### src/rtl/strobe_period_meter_if.sv
// Result channel of strobe_period_meter: measured period plus status flags
// and a valid/ready handshake. The master side drives the result.
interface strobe_period_meter_if #(
    parameter int WIDTH = 15
);
    logic [WIDTH-1:0] period;
    logic             period_ovf;
    logic             period_overrun;
    logic             period_valid;
    logic             period_ready;

    modport master (
        output period, period_ovf, period_overrun, period_valid,
        input  period_ready
    );

    modport slave (
        input  period, period_ovf, period_overrun, period_valid,
        output period_ready
    );
endinterface

### src/rtl/strobe_period_meter.sv
// Counts enable ticks between strobe pulses with a chunked registered-carry counter.
// Latency: result valid CHUNK_COUNT cycles after the strobe; optional min/max stats via STROBE_METER_MINMAX_EN.
// Backpressure: none upstream; an unaccepted result is overwritten and flagged by period_overrun.
module strobe_period_meter #(
    parameter int WIDTH   = 15,
    parameter int LATENCY = 4
) (
    input  logic                  clk,
    input  logic                  rst,
    input  logic                  enable,
    input  logic                  strobe_in,
`ifdef STROBE_METER_MINMAX_EN
    input  logic                  stats_clr,
    output logic [WIDTH-1:0]      period_min,
    output logic [WIDTH-1:0]      period_max,
`endif
    strobe_period_meter_if.master res
);
    localparam int ALU_WIDTH   = (WIDTH + LATENCY - 1) / LATENCY;
    localparam int CHUNK_COUNT = (WIDTH + ALU_WIDTH - 1) / ALU_WIDTH;

    typedef enum logic {IDLE, MEASURE} state_t;

    typedef struct packed {
        logic                   vld;
        logic                   sat;
        logic [CHUNK_COUNT-1:0] pend;
        logic [WIDTH-1:0]       val;
    } stage_t;

    // Adds cin into chunk k only; returns {carry_out, updated vector}.
    function automatic logic [WIDTH:0] inc_chunk(input logic [WIDTH-1:0] v,
                                                 input int k, input logic cin);
        logic [WIDTH-1:0] r;
        logic             c;
        r = v;
        c = cin;
        for (int i = 0; i < WIDTH; i++) begin
            if (i >= k * ALU_WIDTH && i < (k + 1) * ALU_WIDTH) begin
                r[i] = v[i] ^ c;
                c    = v[i] & c;
            end
        end
        return {c, r};
    endfunction

    function automatic stage_t fold(input stage_t s, input int k);
        stage_t           r;
        logic [WIDTH:0]   t;
        r         = s;
        t         = inc_chunk(s.val, k, s.pend[k]);
        r.val     = t[WIDTH-1:0];
        r.pend[k] = 1'b0;
        if (k == CHUNK_COUNT - 1)
            r.sat = s.sat | t[WIDTH];
        else
            r.pend[(k + 1) % CHUNK_COUNT] = s.pend[(k + 1) % CHUNK_COUNT] | t[WIDTH];
        return r;
    endfunction

    state_t                 state, state_nx;
    logic [WIDTH-1:0]       cnt, cnt_nx;
    logic [CHUNK_COUNT-1:0] cr, cr_nx;
    logic                   sat, top_co;
    logic [WIDTH:0]         cnt_t;
    stage_t                 snap, fin_in, fin;
    logic                   res_ovf;
    logic [WIDTH-1:0]       res_val;

    always_ff @(posedge clk or posedge rst) begin
        if (rst) state <= IDLE;
        else     state <= state_nx;
    end

    always_comb begin
        state_nx = state;
        if (state == IDLE && strobe_in)
            state_nx = MEASURE;
    end

    // Carries from chunk k land in cr[k+1] and are added one cycle later.
    always_comb begin
        cnt_nx = cnt;
        cr_nx  = '0;
        top_co = 1'b0;
        cnt_t  = '0;
        for (int k = 0; k < CHUNK_COUNT; k++) begin
            cnt_t  = inc_chunk(cnt_nx, k, (k == 0) ? enable : cr[k]);
            cnt_nx = cnt_t[WIDTH-1:0];
            if (k == CHUNK_COUNT - 1)
                top_co = cnt_t[WIDTH];
            else
                cr_nx[(k + 1) % CHUNK_COUNT] = cnt_t[WIDTH];
        end
    end

    always_ff @(posedge clk or posedge rst) begin
        if (rst) begin
            cnt <= '0;
            cr  <= '0;
            sat <= 1'b0;
        end else if (state != MEASURE || strobe_in) begin
            cnt <= '0;
            cr  <= '0;
            sat <= 1'b0;
        end else if (!sat) begin
            if (top_co) begin
                cnt <= '1;
                cr  <= '0;
                sat <= 1'b1;
            end else begin
                cnt <= cnt_nx;
                cr  <= cr_nx;
            end
        end
    end

    // Snapshot includes this cycle's tick, so the strobe cycle counts toward its own period.
    always_comb begin
        snap      = '0;
        snap.vld  = (state == MEASURE) && strobe_in;
        snap.sat  = sat | top_co;
        snap.val  = snap.sat ? '1 : cnt_nx;
        snap.pend = snap.sat ? '0 : cr_nx;
    end

    generate
        if (CHUNK_COUNT == 1) begin : g_direct
            assign fin_in = snap;
        end else begin : g_pipe
            stage_t st [CHUNK_COUNT-1];
            always_ff @(posedge clk or posedge rst) begin
                if (rst) begin
                    for (int j = 0; j < CHUNK_COUNT - 1; j++)
                        st[j] <= '0;
                end else begin
                    st[0] <= snap;
                    for (int j = 1; j < CHUNK_COUNT - 1; j++)
                        st[j] <= fold(st[j-1], j);
                end
            end
            assign fin_in = st[CHUNK_COUNT-2];
        end
    endgenerate

    assign fin     = fold(fin_in, CHUNK_COUNT - 1);
    assign res_ovf = fin.sat | (&fin.val);
    assign res_val = res_ovf ? '1 : fin.val;

    always_ff @(posedge clk or posedge rst) begin
        if (rst) begin
            res.period         <= '0;
            res.period_ovf     <= 1'b0;
            res.period_overrun <= 1'b0;
            res.period_valid   <= 1'b0;
        end else if (fin.vld) begin
            res.period         <= res_val;
            res.period_ovf     <= res_ovf;
            res.period_valid   <= 1'b1;
            res.period_overrun <= res.period_valid & ~res.period_ready;
        end else if (res.period_valid && res.period_ready) begin
            res.period_valid   <= 1'b0;
            res.period_overrun <= 1'b0;
        end
    end

`ifdef STROBE_METER_MINMAX_EN
    always_ff @(posedge clk or posedge rst) begin
        if (rst) begin
            period_min <= '1;
            period_max <= '0;
        end else if (stats_clr) begin
            period_min <= '1;
            period_max <= '0;
        end else if (fin.vld) begin
            if (res_val < period_min) period_min <= res_val;
            if (res_val > period_max) period_max <= res_val;
        end
    end
`endif
endmodule
### src/flat_wrapper.sv
// flat-port wrapper written by rule: the top's interface ports become plain ports
module strobe_period_meter_flat 
#(
    parameter int WIDTH   = 15,
    parameter int LATENCY = 4
)
  (clk, rst, enable, strobe_in, res_period, res_period_ovf, res_period_overrun, res_period_valid, res_period_ready);
  strobe_period_meter_if #(.WIDTH(WIDTH)) res_i ();
  input  logic clk;
  input  logic rst;
  input  logic enable;
  input  logic strobe_in;
  output wire logic [$bits(res_i.period)-1:0] res_period;
  output wire logic [$bits(res_i.period_ovf)-1:0] res_period_ovf;
  output wire logic [$bits(res_i.period_overrun)-1:0] res_period_overrun;
  output wire logic [$bits(res_i.period_valid)-1:0] res_period_valid;
  input wire logic [$bits(res_i.period_ready)-1:0] res_period_ready;
  assign res_period = res_i.period;
  assign res_period_ovf = res_i.period_ovf;
  assign res_period_overrun = res_i.period_overrun;
  assign res_period_valid = res_i.period_valid;
  assign res_i.period_ready = res_period_ready;
  strobe_period_meter #(.WIDTH(WIDTH), .LATENCY(LATENCY)) u_core (.clk(clk), .rst(rst), .enable(enable), .strobe_in(strobe_in), .res(res_i));
endmodule
### config.mk
export PLATFORM = sky130hd
export DESIGN_NAME = strobe_period_meter_flat
export DESIGN_NICKNAME = d
export VERILOG_FILES = /design/src/rtl/strobe_period_meter_if.sv /design/src/rtl/strobe_period_meter.sv /design/src/flat_wrapper.sv
export SDC_FILE = /design/constraint.sdc
export NUM_CORES = 1
export LEC_CHECK = 0
export CELL_PAD_IN_SITES_DETAIL_PLACEMENT = 0
export CELL_PAD_IN_SITES_GLOBAL_PLACEMENT = 1
export CORE_UTILIZATION = 47
export DETAILED_ROUTE_END_ITERATION = 8
export GPL_TIMING_DRIVEN = 0
export PLACE_DENSITY_LB_ADDON = 0.1
export RECOVER_POWER = 100
export SLEW_MARGIN = 20
export SYNTH_ARGS = -nofsm -noshare
export SYNTH_HDL_FRONTEND = slang
export SYNTH_SLANG_ARGS = --single-unit
### constraint.sdc
create_clock -name clk -period 6.05 [get_ports clk]
set_input_delay 0.605 -clock clk [delete_from_list [all_inputs] [get_ports clk]]
set_output_delay 0.605 -clock clk [all_outputs]
set_load 0.01 [all_outputs]
==> results of run 1 <==
[per-layer routing]
layer	GRT usage	wire, um	up-vias
li1	-	-	845
met1	0.208	2320	843
met2	0.233	2270	38
met3	0.0341	177	9
met4	0.0894	117	0
met5	0	0	-
[sequential cells by signal, summed over array words and instances (netlist names)]
signal	cells
u_core.res.period_valid	1
u_core.g_pipe.st	39
u_core.res.period_overrun	1
u_core.res.period	15
u_core.cr	3
u_core.sat	1
u_core.state	1
u_core.res.period_ovf	1
u_core.fin	13
u_core.cnt	15
u_core.fin_in	5
[worst max-delay path: stages]
cell	delay, ns
sky130_fd_sc_hd__dlygate4sd3_1	0.54
sky130_fd_sc_hd__ha_1	0.20
sky130_fd_sc_hd__ha_1	0.20
sky130_fd_sc_hd__ha_1	0.19
sky130_fd_sc_hd__ha_1	0.28
sky130_fd_sc_hd__or3_1	0.36
sky130_fd_sc_hd__nor3b_1	0.15
[power groups by stage]
stage | Sequential, W | Combinational [W] | Clock, W
after floorplan | 0.000678 | 0.0000274 | 0
after global placement | 0.000674 | 0.0000616 | 0
after detailed placement | 0.000675 | 0.0000653 | 0
after CTS | 0.000662 | 0.0000653 | 0.000433
after global routing | 0.000664 | 0.0000662 | 0.000459
final | 0.000661 | 0.0000583 | 0.000415
[cells by family after synthesis]
kind of cell,Yosys count,share of synthesized area
flip-flops,95,0.697
adder cells (fa/ha/maj),27,0.0990
AND/OR/NAND/NOR,65,0.126
buffers and inverters,14,0.0224
AO/OA/AOI/OAI,22,0.0528
multiplexers,1,0.00293
[stage by stage]
step                      hold WS (ns)  cell area, um^2  utilization  total power (W)
final                            0.343             3940        0.570          0.00113
after CTS                        0.347             3990        0.577          0.00116
after global placement           0.332             3750        0.543         0.000736
after global routing             0.351             3940        0.570          0.00119
after floorplan                  0.331             3410            -         0.000706
after detailed placement         0.335             3780        0.548         0.000740
[synthesized netlist by cell type, drive strengths merged (2+ instances only)]
cell,number
or3,15
or2,3
ha,27
a22oi,3
a21oi,2
nor2,8
nor3b,14
buf,7
dfrtp,95
nand4,3
nor2b,14
inv,5
clkbuf,2
o22a,16
and2,4
[area by class of cell]
class / count / area, um^2 / area share
clock buffer: 10 / 128 / 0.0324
buffer: 9 / 42.5 / 0.0108
inverter: 5 / 20.0 / 0.00508
timing repair buffer: 23 / 248 / 0.0629
tap: 96 / 120 / 0.0305
multi-input combinational: 115 / 932 / 0.237
sequential: 95 / 2380 / 0.603
clock inverter: 6 / 72.6 / 0.0184
[final timing paths]
path / end / startpoint / cells past startpoint
setup / recovery: u_core.cnt[3] / enable / 7
hold / removal: u_core.fin[4] / u_core.g_pipe.st[25] / 0
setup reg to reg: u_core.cr[3] / u_core.cr[3] / 7
hold reg to reg: u_core.fin[4] / u_core.g_pipe.st[25] / 0
max in group asynchronous: u_core.g_pipe.st[49] / rst / 3
min in group asynchronous: u_core.fin[4] / rst / 2
==> summary.md, run 1 <==
The top cell type's share of synthesized area came out at 0.697. The congestion estimate from routability-driven global placement came to 0.725. Yosys mapped a number of flops with a built-in enable equal to 0. In the synthesized netlist, the number of instances is 224. STA classifies the critical path startpoint as an input pin. Initial antenna violation count: 0. The min-delay analysis places its worst path in the category reg2reg. The region available for standard cell placement spans 6910 um^2.

The run gives 3310 um as the post-DP HPWL. Derived from the worst setup path, the maximum achievable clock frequency is 436 MHz. The total negative slack for setup checks was 0 ns; the post-synthesis async set-or-reset flop share was 1.00. In the final design database the tool counted 290 nets. The repair_antennas step left the layout with diodes totalling 0. The logs give 3.88 ns for the reg-to-reg setup timing slack and 4880 um for the final wirelength. The starting utilization of the core area is 0.494. The flip-flop cell with the highest count after synthesis is sky130_fd_sc_hd__dfrtp_1. After detailed routing, the number of remaining DRC violations is 0.

The highest ir drop seen on vdd was 141 uV; the part of the cycle the worst path needs was 0.379. In this run, the number of DRC markers left after iteration 0 of detailed routing was 97. The synthesized design contains 95 register bits. For the static leakage, the log shows 2.13 nW.

The critical path start-end classification was in2reg. The switching power of the nets was 0.000258 W; the data required time of the worst path was 6.29 ns. After synthesis the cells add up to 3410 um^2. The run finished, with violations left. For the max-slew headroom at the worst pin, the log shows -0.0709.

The internal power came out at 0.000877 W. Setup repair after global routing left no endpoint under its margin. TritonCTS built the clock tree. The number of nets in the synthesized netlist is 256. Timing analysis after detailed placement gives a worst setup slack of 3.52 ns. Setup violations remaining at the end of the flow were counted as 0.

The die is 87.2 um wide. In the layout the commonest cells are sky130_fd_sc_hd__dfrtp_1 (95), sky130_fd_sc_hd__ha_1 (27), sky130_fd_sc_hd__dlygate4sd3_1 (21). In this run the post-CTS setup repair buffer count came out at 0.

Number of standard-cell rows in the floorplan: 30. The clock tree root buffer cell is sky130_fd_sc_hd__clkbuf_8. Of all nets on the critical path, the largest fanout is 2.

Across all setup checks in the final design, the least slack found is 3.76 ns. The average instance in the mapped netlist occupies 15.2 um^2. Port buffering added 22 buffers. The register share of total power is 0.583, and the final standard cell count with taps included and fillers excluded is 359.

The die height was 87.2 um; the power share of the clock group was 0.366. The total number of H-tree levels was 3; the final critical delay including setup and external delays was 2.29 ns. The hold-fix buffer count after cts is 0. The power density over cell area is 288 nW/um^2. The fraction of power spent switching nets is 0.227. Commonest non-fill, non-tap cell in the layout: sky130_fd_sc_hd__dfrtp_1.

The die covers 7600 um^2. The later pin in the worst-skew pair is clocked with a latency of 0.37 ns. Clock skew on the completed layout was measured at 0.0140 ns. After synthesis, the netlist uses 24 different library cells.

The count of TritonRoute iterations in the first routing pass is 4. After global routing the overflow that remains totals 0. Across all layers, the routed design uses 1735 vias. Of all cell types, the one taking the most synthesized area is sky130_fd_sc_hd__dfrtp_1. The fraction of final layout cells sized beyond drive strength 1 was 0.0951; the number of max-capacitance violations reported was 1.

The first global-routing pass estimated 8530 um of wire. The CTS clock-pin slew for the worst setup and hold paths works out to 0.10 ns. The checks that failed: capacitance limit, slew limit. The number of placed instances, taps included, is 343. The sequential fraction of the synthesis area is 0.697, and the number of hold violations in the final report is 0. The data arrival time of the critical path was 2.53 ns. The count of nets left with antenna violations once routing finished came out at 0.

Using the TritonRoute via totals, the vias-per-cell ratio works out to 4.83. In this run the deepest clock path goes through 2 buffers. After detailed routing, the average wire length per cell comes to 13.6 um. Fill cells in the final layout number 587. The endpoint type of the worst setup path was a flip-flop.

For this design the top-level I/O count stands at 23. The count of cells resized by post-cts repair was 0; the number of clock sinks was 95. For the combinational share of power, the log shows 0.051. The final number of max-transition violations is 36, and the synthesis-to-layout area growth is 15.5%. At the pin with the least slew margin, the transition time is 1.60 ns.

The global-route usage over all layers was 0.154. The number of global-route vias before repair is 1731. Ranked by total cell area, the synthesized netlist is headed by sky130_fd_sc_hd__dfrtp_1 (70%), sky130_fd_sc_hd__ha_1 (9.9%), sky130_fd_sc_hd__o22a_1 (4.1%). For this run, the number of Yosys warnings is 0. The logs give 9 for the number of buffers inserted during clock tree synthesis and 61 for the largest net degree at the start of global routing.
No activity file was read; power rests on OpenSTA's default activity.
==> inputs of run 2 (changes only) <==
==> constraint.sdc (replaced) <==
create_clock -name clk -period 2.27 [get_ports clk]
set_input_delay 0.227 -clock clk [delete_from_list [all_inputs] [get_ports clk]]
set_output_delay 0.227 -clock clk [all_outputs]
set_load 0.01 [all_outputs]
==> summary.md, run 2 (synthesis results as in run 1) <==
For the post-DP HPWL, the log shows 3490 um (+5.4%). The logs give 0.21 ns (-3.67 ns) for the reg-to-reg setup timing slack and 0 (-100%) for the final number of max-transition violations. The number of flip-flops under the largest register name was 39 (unchanged). Global-route usage over all layers: 0.161 (+0.00680). The number of standard-cell rows in the floorplan came out at 30 (unchanged). The power share of the clock group is 0.372 (+0.006), and the final wirelength is 5070 um (+3.9%). The flow ran to the end, and the final reports show no timing, DRC or antenna violations. For the final-report setup violation count, the log shows 0 (unchanged). Count of inserted antenna diode cells: 0 (unchanged). The worst setup path is captured at a flip-flop. The count of buffers added by post-CTS timing repair for setup is 0 (unchanged), and the wire length of the first global-routing pass is 8960 um (+5.1%).

The run gives 0.575 (-0.008) as the register share of total power. The power density over cell area works out to 769 nW/um^2 (+170%). The data arrival time of the critical path was 2.34 ns (-0.19 ns). The fraction of final layout cells sized beyond drive strength 1 works out to 0.109 (+0.0144). CTS clock-pin slew for the worst setup and hold paths: 0.09 ns (about the same).

Leaving out fill and tap cells, the most frequent cell in the layout is sky130_fd_sc_hd__dfrtp_1. The depth of the worst register-to-register path is 7 (unchanged), and the final estimated routing congestion in global placement is 0.734 (+1.3%). The fraction of power spent switching nets came out at 0.226 (-0.00132). The tools report the worst hold slack as 0.345 ns (+0.00127 ns).

The number of global-route vias before repair is 1885 (+8.9%), and the routed via count divided by cell count is 4.90 (+1.5%). The critical path start-end classification was reg2reg. The tools report the net count reported at finish as 292 (+0.69%). The run gives 125 (+29%) as the initial detailed-routing violation count. In the final layout, the registers with the most flip-flops are u_core.g_pipe.st (39), u_core.cnt (15), u_core.res.period (15). The tools report the static leakage as 2.16 nW (+1.5%). The setup slack at placement was 0.0701 ns (-3.45 ns); the highest ir drop seen on vdd was 311 uV (+120%). Category of the worst setup path launch point: a flip-flop. The clock skew after layout came out at 0.0129 ns (-0.00108 ns).

Number of clock sinks: 95 (unchanged). The worst-margin pin slew came out at 1.06 ns (-0.537 ns). The switching power of the nets came out at 0.000691 W (+170%).

The run gives 23 (unchanged) as the count of boundary I/O pins. The logs give 0.00237 W (+170%) for the internal power and 0 (-1) for the number of max-capacitance violations reported. The run gives 29 (-52%) as the largest net degree at the start of global routing.

For the full die area, the log shows 7600 um^2 (unchanged). The worst hold path belongs to the class reg2reg. The synthesis-to-layout area growth is 16.7%. TritonCTS built the clock tree.

The run gives 596 (+1.5%) as the count of filler cells inserted in the layout. The count of cells resized by post-cts repair is 0 (unchanged), and the maximum operating frequency is 485 MHz. The part of the cycle the worst path needs is 0.909, and the detailed-routed wire length on met2 is 2500 um (+11%). Total number of H-tree levels: 3 (unchanged). Setup repair after global routing left no endpoint under its margin. The average detailed-routed wire length per instance was 14.0 um (+3.3%); the number of buffers inserted during clock tree synthesis was 9 (unchanged).

The run gives 0 (unchanged) as the final global-route overflow total. The data required time of the worst path is 2.55 ns (-3.74 ns), and the number of nets still failing antenna checks after routing is 0 (unchanged). The number of stages on the worst hold path is 0 (unchanged). The insertion delay of the later-clocked pin in the worst-skew pair is 0.35 ns (-0.02 ns). The initial antenna violation count was 0 (unchanged). For the routed length on met3, the log shows 188 um (+6.2%).

Leaving out fill and tap cells, the most frequent cells in the layout are sky130_fd_sc_hd__dfrtp_1 (95), sky130_fd_sc_hd__ha_1 (27), sky130_fd_sc_hd__dlygate4sd3_1 (19). The count of TritonRoute iterations in the first routing pass was 4 (unchanged). The residual DRC count was 0 (unchanged). The register ranked first by flip-flop count is u_core.g_pipe.st. The total negative slack for setup checks was 0 ns (unchanged); the worst path setup slack after routing was 0.206 ns (-3.55 ns). The routed via count came out at 1770 (+2.0%). The number of hold violations in the final report is 0 (unchanged), and the maximum buffer depth of the clock tree is 2 (unchanged). The die height is 87.2 um (unchanged).

The max-slew headroom at the worst pin is 0.289 (+0.360), and the die extent in x is 87.2 um (unchanged). The combinational share of power is 0.053 (+0.002), and the final critical delay including setup and external delays is 2.06 ns. Wire length on met1: 2320 um (about the same).

Hold-fix buffer count after cts: 0 (unchanged). The starting utilization of the core area was 0.494 (unchanged). Topmost layer with routed signal wires: met4. The highest net fanout along the worst path is 10 (+8). The tools report the clock tree root buffer cell as sky130_fd_sc_hd__clkbuf_8. The total of buffers placed on input and output ports is 22 (unchanged), and the post-route core utilization is 0.577 (+0.00616). The tools report the placeable core area as 6910 um^2 (unchanged).
[run 2: cell count changes in the layout (fill, tap and decap cells not counted), moves of 2 or more]
cell	change
sky130_fd_sc_hd__or3_1	+2
sky130_fd_sc_hd__dlygate4sd3_1	-2
sky130_fd_sc_hd__buf_2	+2
sky130_fd_sc_hd__clkdlybuf4s50_1	+2
sky130_fd_sc_hd__or3_2	-2
sky130_fd_sc_hd__clkbuf_1	-4
[run 2: power by group through the flow]
stage               Clock [W]  Sequential (W)  Combinational (W)
finish                0.00114         0.00176           0.000162
global route          0.00125         0.00177           0.000185
CTS                   0.00119         0.00176           0.000184
detailed placement          0         0.00180           0.000184
global placement            0         0.00180           0.000164
floorplan                   0         0.00181          0.0000734
[run 2: worst paths after layout]
kind / from / endpoint
setup / recovery: u_core.cr[3] / u_core.cr[2]
hold / removal: u_core.g_pipe.st[60] / u_core.g_pipe.st[39]
setup reg to reg: u_core.cr[3] / u_core.cr[2]
hold reg to reg: u_core.g_pipe.st[60] / u_core.g_pipe.st[39]
max in group asynchronous: rst / u_core.state
min in group asynchronous: rst / u_core.fin[4]
[run 2: metal layers]
metal | track usage | up-vias
li1 | - | 854
met1 | 0.206 | 882
met2 | 0.254 | 30
met3 | 0.0540 | 4
met4 | 0.0656 | 0
met5 | 0 | -
[run 2: worst max-delay path, cell delays in order (launching register included)]
cell and delay, ns:
sky130_fd_sc_hd__dfrtp_1 0.39, sky130_fd_sc_hd__ha_1 0.20, sky130_fd_sc_hd__ha_1 0.22, sky130_fd_sc_hd__ha_1 0.28, sky130_fd_sc_hd__buf_6 0.17, sky130_fd_sc_hd__nor2_1 0.46
sky130_fd_sc_hd__a22oi_1 0.13, sky130_fd_sc_hd__nor2_1 0.13
[run 2: metrics by stage]
stage          area, um^2  std cells  total power (W)
2_1_floorplan        3420        224          0.00188
5_1_grt              3980        361          0.00321
6_report             3980        361          0.00306
4_1_cts              4040        361          0.00314
3_5_place_dp         3830        345          0.00198
3_3_place_gp         3760        342          0.00196
[run 2: layout make-up]
type	count	area, um^2	share of cell area
multi-input combinational	115	930	0.233
clock inverter	6	72.6	0.0182
sequential	95	2380	0.597
tap	96	120	0.0302
clock buffer	10	138	0.0346
buffer	9	52.6	0.0132
timing repair buffer	25	273	0.0685
inverter	5	20.0	0.00503
==> inputs of run 3 (changes only) <==
--- a/config.mk
+++ b/config.mk
@@ -7,6 +7,7 @@
 export LEC_CHECK = 0
 export CELL_PAD_IN_SITES_DETAIL_PLACEMENT = 0
 export CELL_PAD_IN_SITES_GLOBAL_PLACEMENT = 1
+export CORE_ASPECT_RATIO = 1.1
 export CORE_UTILIZATION = 47
 export DETAILED_ROUTE_END_ITERATION = 8
 export GPL_TIMING_DRIVEN = 0
==> summary.md, run 3 (synthesis results as in run 1) <==
The run finished with clean final reports. The maximum operating frequency was 494 MHz (+1.9%). The largest registers in the layout are u_core.g_pipe.st (39), u_core.cnt (15), u_core.res.period (15).

The tools report the total number of H-tree levels as 3 (unchanged). The global-route usage over all layers was 0.153 (-0.00830); the largest net degree at the start of global routing was 37 (+28%). For the number of nets still failing antenna checks after routing, the log shows 0 (unchanged).

The fraction of final layout cells sized beyond drive strength 1 works out to 0.0985 (-0.0109). The data required time of the worst path came out at 2.55 ns (about the same). In this run the top signal layer used is met4. The number of flip-flops under the largest register name came out at 39 (unchanged). The depth of the worst register-to-register path was 7 (unchanged); the detailed-routed wire length on met2 was 2400 um (-4.3%).

Count of filler cells inserted in the layout: 574 (-3.7%). STA classifies the critical path endpoint as a flip-flop. The placed instance count was 333 (-3.5%); the worst-margin pin slew was 1.41 ns (+0.349 ns). The maximum buffer depth of the clock tree came out at 2 (unchanged). The final-report setup violation count came out at 0 (unchanged). The clock tree root buffer cell was sky130_fd_sc_hd__clkbuf_8.

The run gives 2.14 nW (-0.81%) as the static leakage. The final critical delay including setup and external delays was 2.03 ns (-0.0379 ns). The total of buffers placed on input and output ports works out to 22 (unchanged). The number of clock sinks was 95 (unchanged). The run gives 349 (-3.3%) as the final standard cell count with taps included and fillers excluded.

The insertion delay of the later-clocked pin in the worst-skew pair was 0.35 ns (about the same); the die height was 91.4 um (+4.8%). The wire length of the first global-routing pass is 8990 um (+0.30%), and the power density over cell area is 774 nW/um^2 (+0.60%). The post-DP HPWL was 3430 um (-1.9%). In this run the critical register-to-register path is captured at u_core.cr[3].

TritonCTS built the clock tree. The worst setup path is launched from a flip-flop. The logs give 4 (unchanged) for the count of TritonRoute iterations in the first routing pass and 0.712 (-3.0%) for the final estimated routing congestion in global placement.

The tools report the initial antenna violation count as 0 (unchanged). Post-route core utilization: 0.562 (-0.0150). The number of stages on the worst hold path was 0 (unchanged); the count of buffers added by post-CTS timing repair for setup was 0 (unchanged). The logs give 0.0555 (-0.234) for the max-slew headroom at the worst pin and 23 (unchanged) for the count of boundary I/O pins. For the overall power after layout, the log shows 0.00305 W (-0.60%). The path with the worst hold slack has its endpoint at u_core.g_pipe.st[32]. The CTS clock-pin slew for the worst setup and hold paths is 0.10 ns (about the same), and the number of hold violations in the final report is 0 (unchanged).

The reg-to-reg setup timing slack came out at 0.24 ns (+0.04 ns). The average detailed-routed wire length per instance is 14.1 um (+0.74%). The worst register-to-register path begins at u_core.cr[3]. The setup slack at placement was 0.116 ns (+0.0457 ns); the initial detailed-routing violation count was 45 (-64%).

The critical path start-end classification is reg2reg. For the hold-fix buffer count after cts, the log shows 0 (unchanged). Number of global-route vias before repair: 1876 (-0.48%). For the highest ir drop seen on vdd, the log shows 359 uV (+16%).

The run gives 1768 (-0.11%) as the routed via count. The type of the worst min-delay path is reg2reg. Commonest non-fill, non-tap cell in the layout: sky130_fd_sc_hd__dfrtp_1. The tools report the worst path setup slack after routing as 0.244 ns (+0.0379 ns). The count of inserted antenna diode cells is 0 (unchanged). The placeable core area came out at 7010 um^2 (+1.4%). For the final wirelength, the log shows 4940 um (-2.6%). Ranked by flip-flop count, first place goes to u_core.g_pipe.st. The run gives 291 (-0.34%) as the net count reported at finish. The library cells used most frequently in the layout, excluding fill and tap cells, are sky130_fd_sc_hd__dfrtp_1 (95), sky130_fd_sc_hd__ha_1 (27), sky130_fd_sc_hd__dlygate4sd3_1 (19). The part of the cycle the worst path needs is 0.892 (-0.0167), and the starting utilization of the core area is 0.487 (-0.00706).

For the number of standard-cell rows in the floorplan, the log shows 32 (+6.7%). Count of cells resized by post-cts repair: 0 (unchanged). Relative to the synthesized area, the layout overhead comes to 15.3%. The logs give 0 (unchanged) for the final number of max-transition violations and 0 (unchanged) for the number of max-capacitance violations reported.

Number of buffers inserted during clock tree synthesis: 9 (unchanged). The final global-route overflow total came out at 0 (unchanged). The data arrival time of the critical path was 2.31 ns (-0.03 ns); the wire length on met1 was 2300 um (-0.60%).

The routed via count divided by cell count came out at 5.07 (+3.3%). Setup repair after global routing left no endpoint under its margin. The clock skew after layout was 0.00659 ns (-0.00631 ns). In this run the most critical hold path is launched from u_core.g_pipe.st[53]. The full die area is 7600 um^2 (about the same), and the die extent in x is 83.2 um (-4.5%). The routed length on met3 was 145 um (-23%).

Residual DRC count: 0 (unchanged). The highest net fanout along the worst path came out at 10 (unchanged).
[run 3: how the worst max path moves through the flow]
stage / depth (start not counted) / end / slack, ns / start
detailed placement: 7 / u_core.cnt[3] / 0.12 / enable
finish: 7 / u_core.cr[3] / 0.24 / u_core.cr[3]
global placement: 2 / u_core.cnt[1] / -0.01 / rst
global route: 7 / u_core.cr[3] / 0.02 / u_core.cr[3]
CTS: 7 / u_core.cr[3] / 0.22 / u_core.cr[3]
floorplan: 6 / u_core.cnt[7] / 0.45 / u_core.cr[1]
[run 3: cell type report]
cell class              instances  area (um^2)  area share
clock buffers                  10          128      0.0324
repair buffers                 24          248      0.0630
clock inverters                 6         75.1      0.0191
plain buffers                   9         52.6      0.0134
flip-flops and latches         95         2380       0.604
multi-input cells             115          928       0.236
well taps                      85          106      0.0270
inverters                       5         20.0     0.00509
[run 3: critical path: stages (launching register included)]
cell and delay, ns:
sky130_fd_sc_hd__dfrtp_1 0.39, sky130_fd_sc_hd__ha_1 0.20, sky130_fd_sc_hd__ha_1 0.22, sky130_fd_sc_hd__ha_1 0.29, sky130_fd_sc_hd__buf_6 0.17, sky130_fd_sc_hd__nor2_1 0.44
sky130_fd_sc_hd__a22oi_1 0.13, sky130_fd_sc_hd__nor2_1 0.12
[run 3: layer usage]
metal,vias to the layer above,GRT usage
li1,847,-
met1,882,0.199
met2,27,0.249
met3,12,0.0300
met4,0,0.0690
met5,-,0
[run 3: power by group]
part	switching [W]	internal [W]
combinational	0.0000823	0.0000730
sequential	0.0000216	0.00174
clock	0.000599	0.000530
total	0.000703	0.00234
[run 3: metrics by stage]
step | hold slack, ns | cell area [um^2] | setup TNS, ns
finish | 0.346 | 3940 | 0
CTS | 0.346 | 3990 | 0
floorplan | 0.318 | 3420 | 0
global placement | 0.332 | 3740 | -0.439
detailed placement | 0.335 | 3780 | 0
global route | 0.354 | 3940 | 0
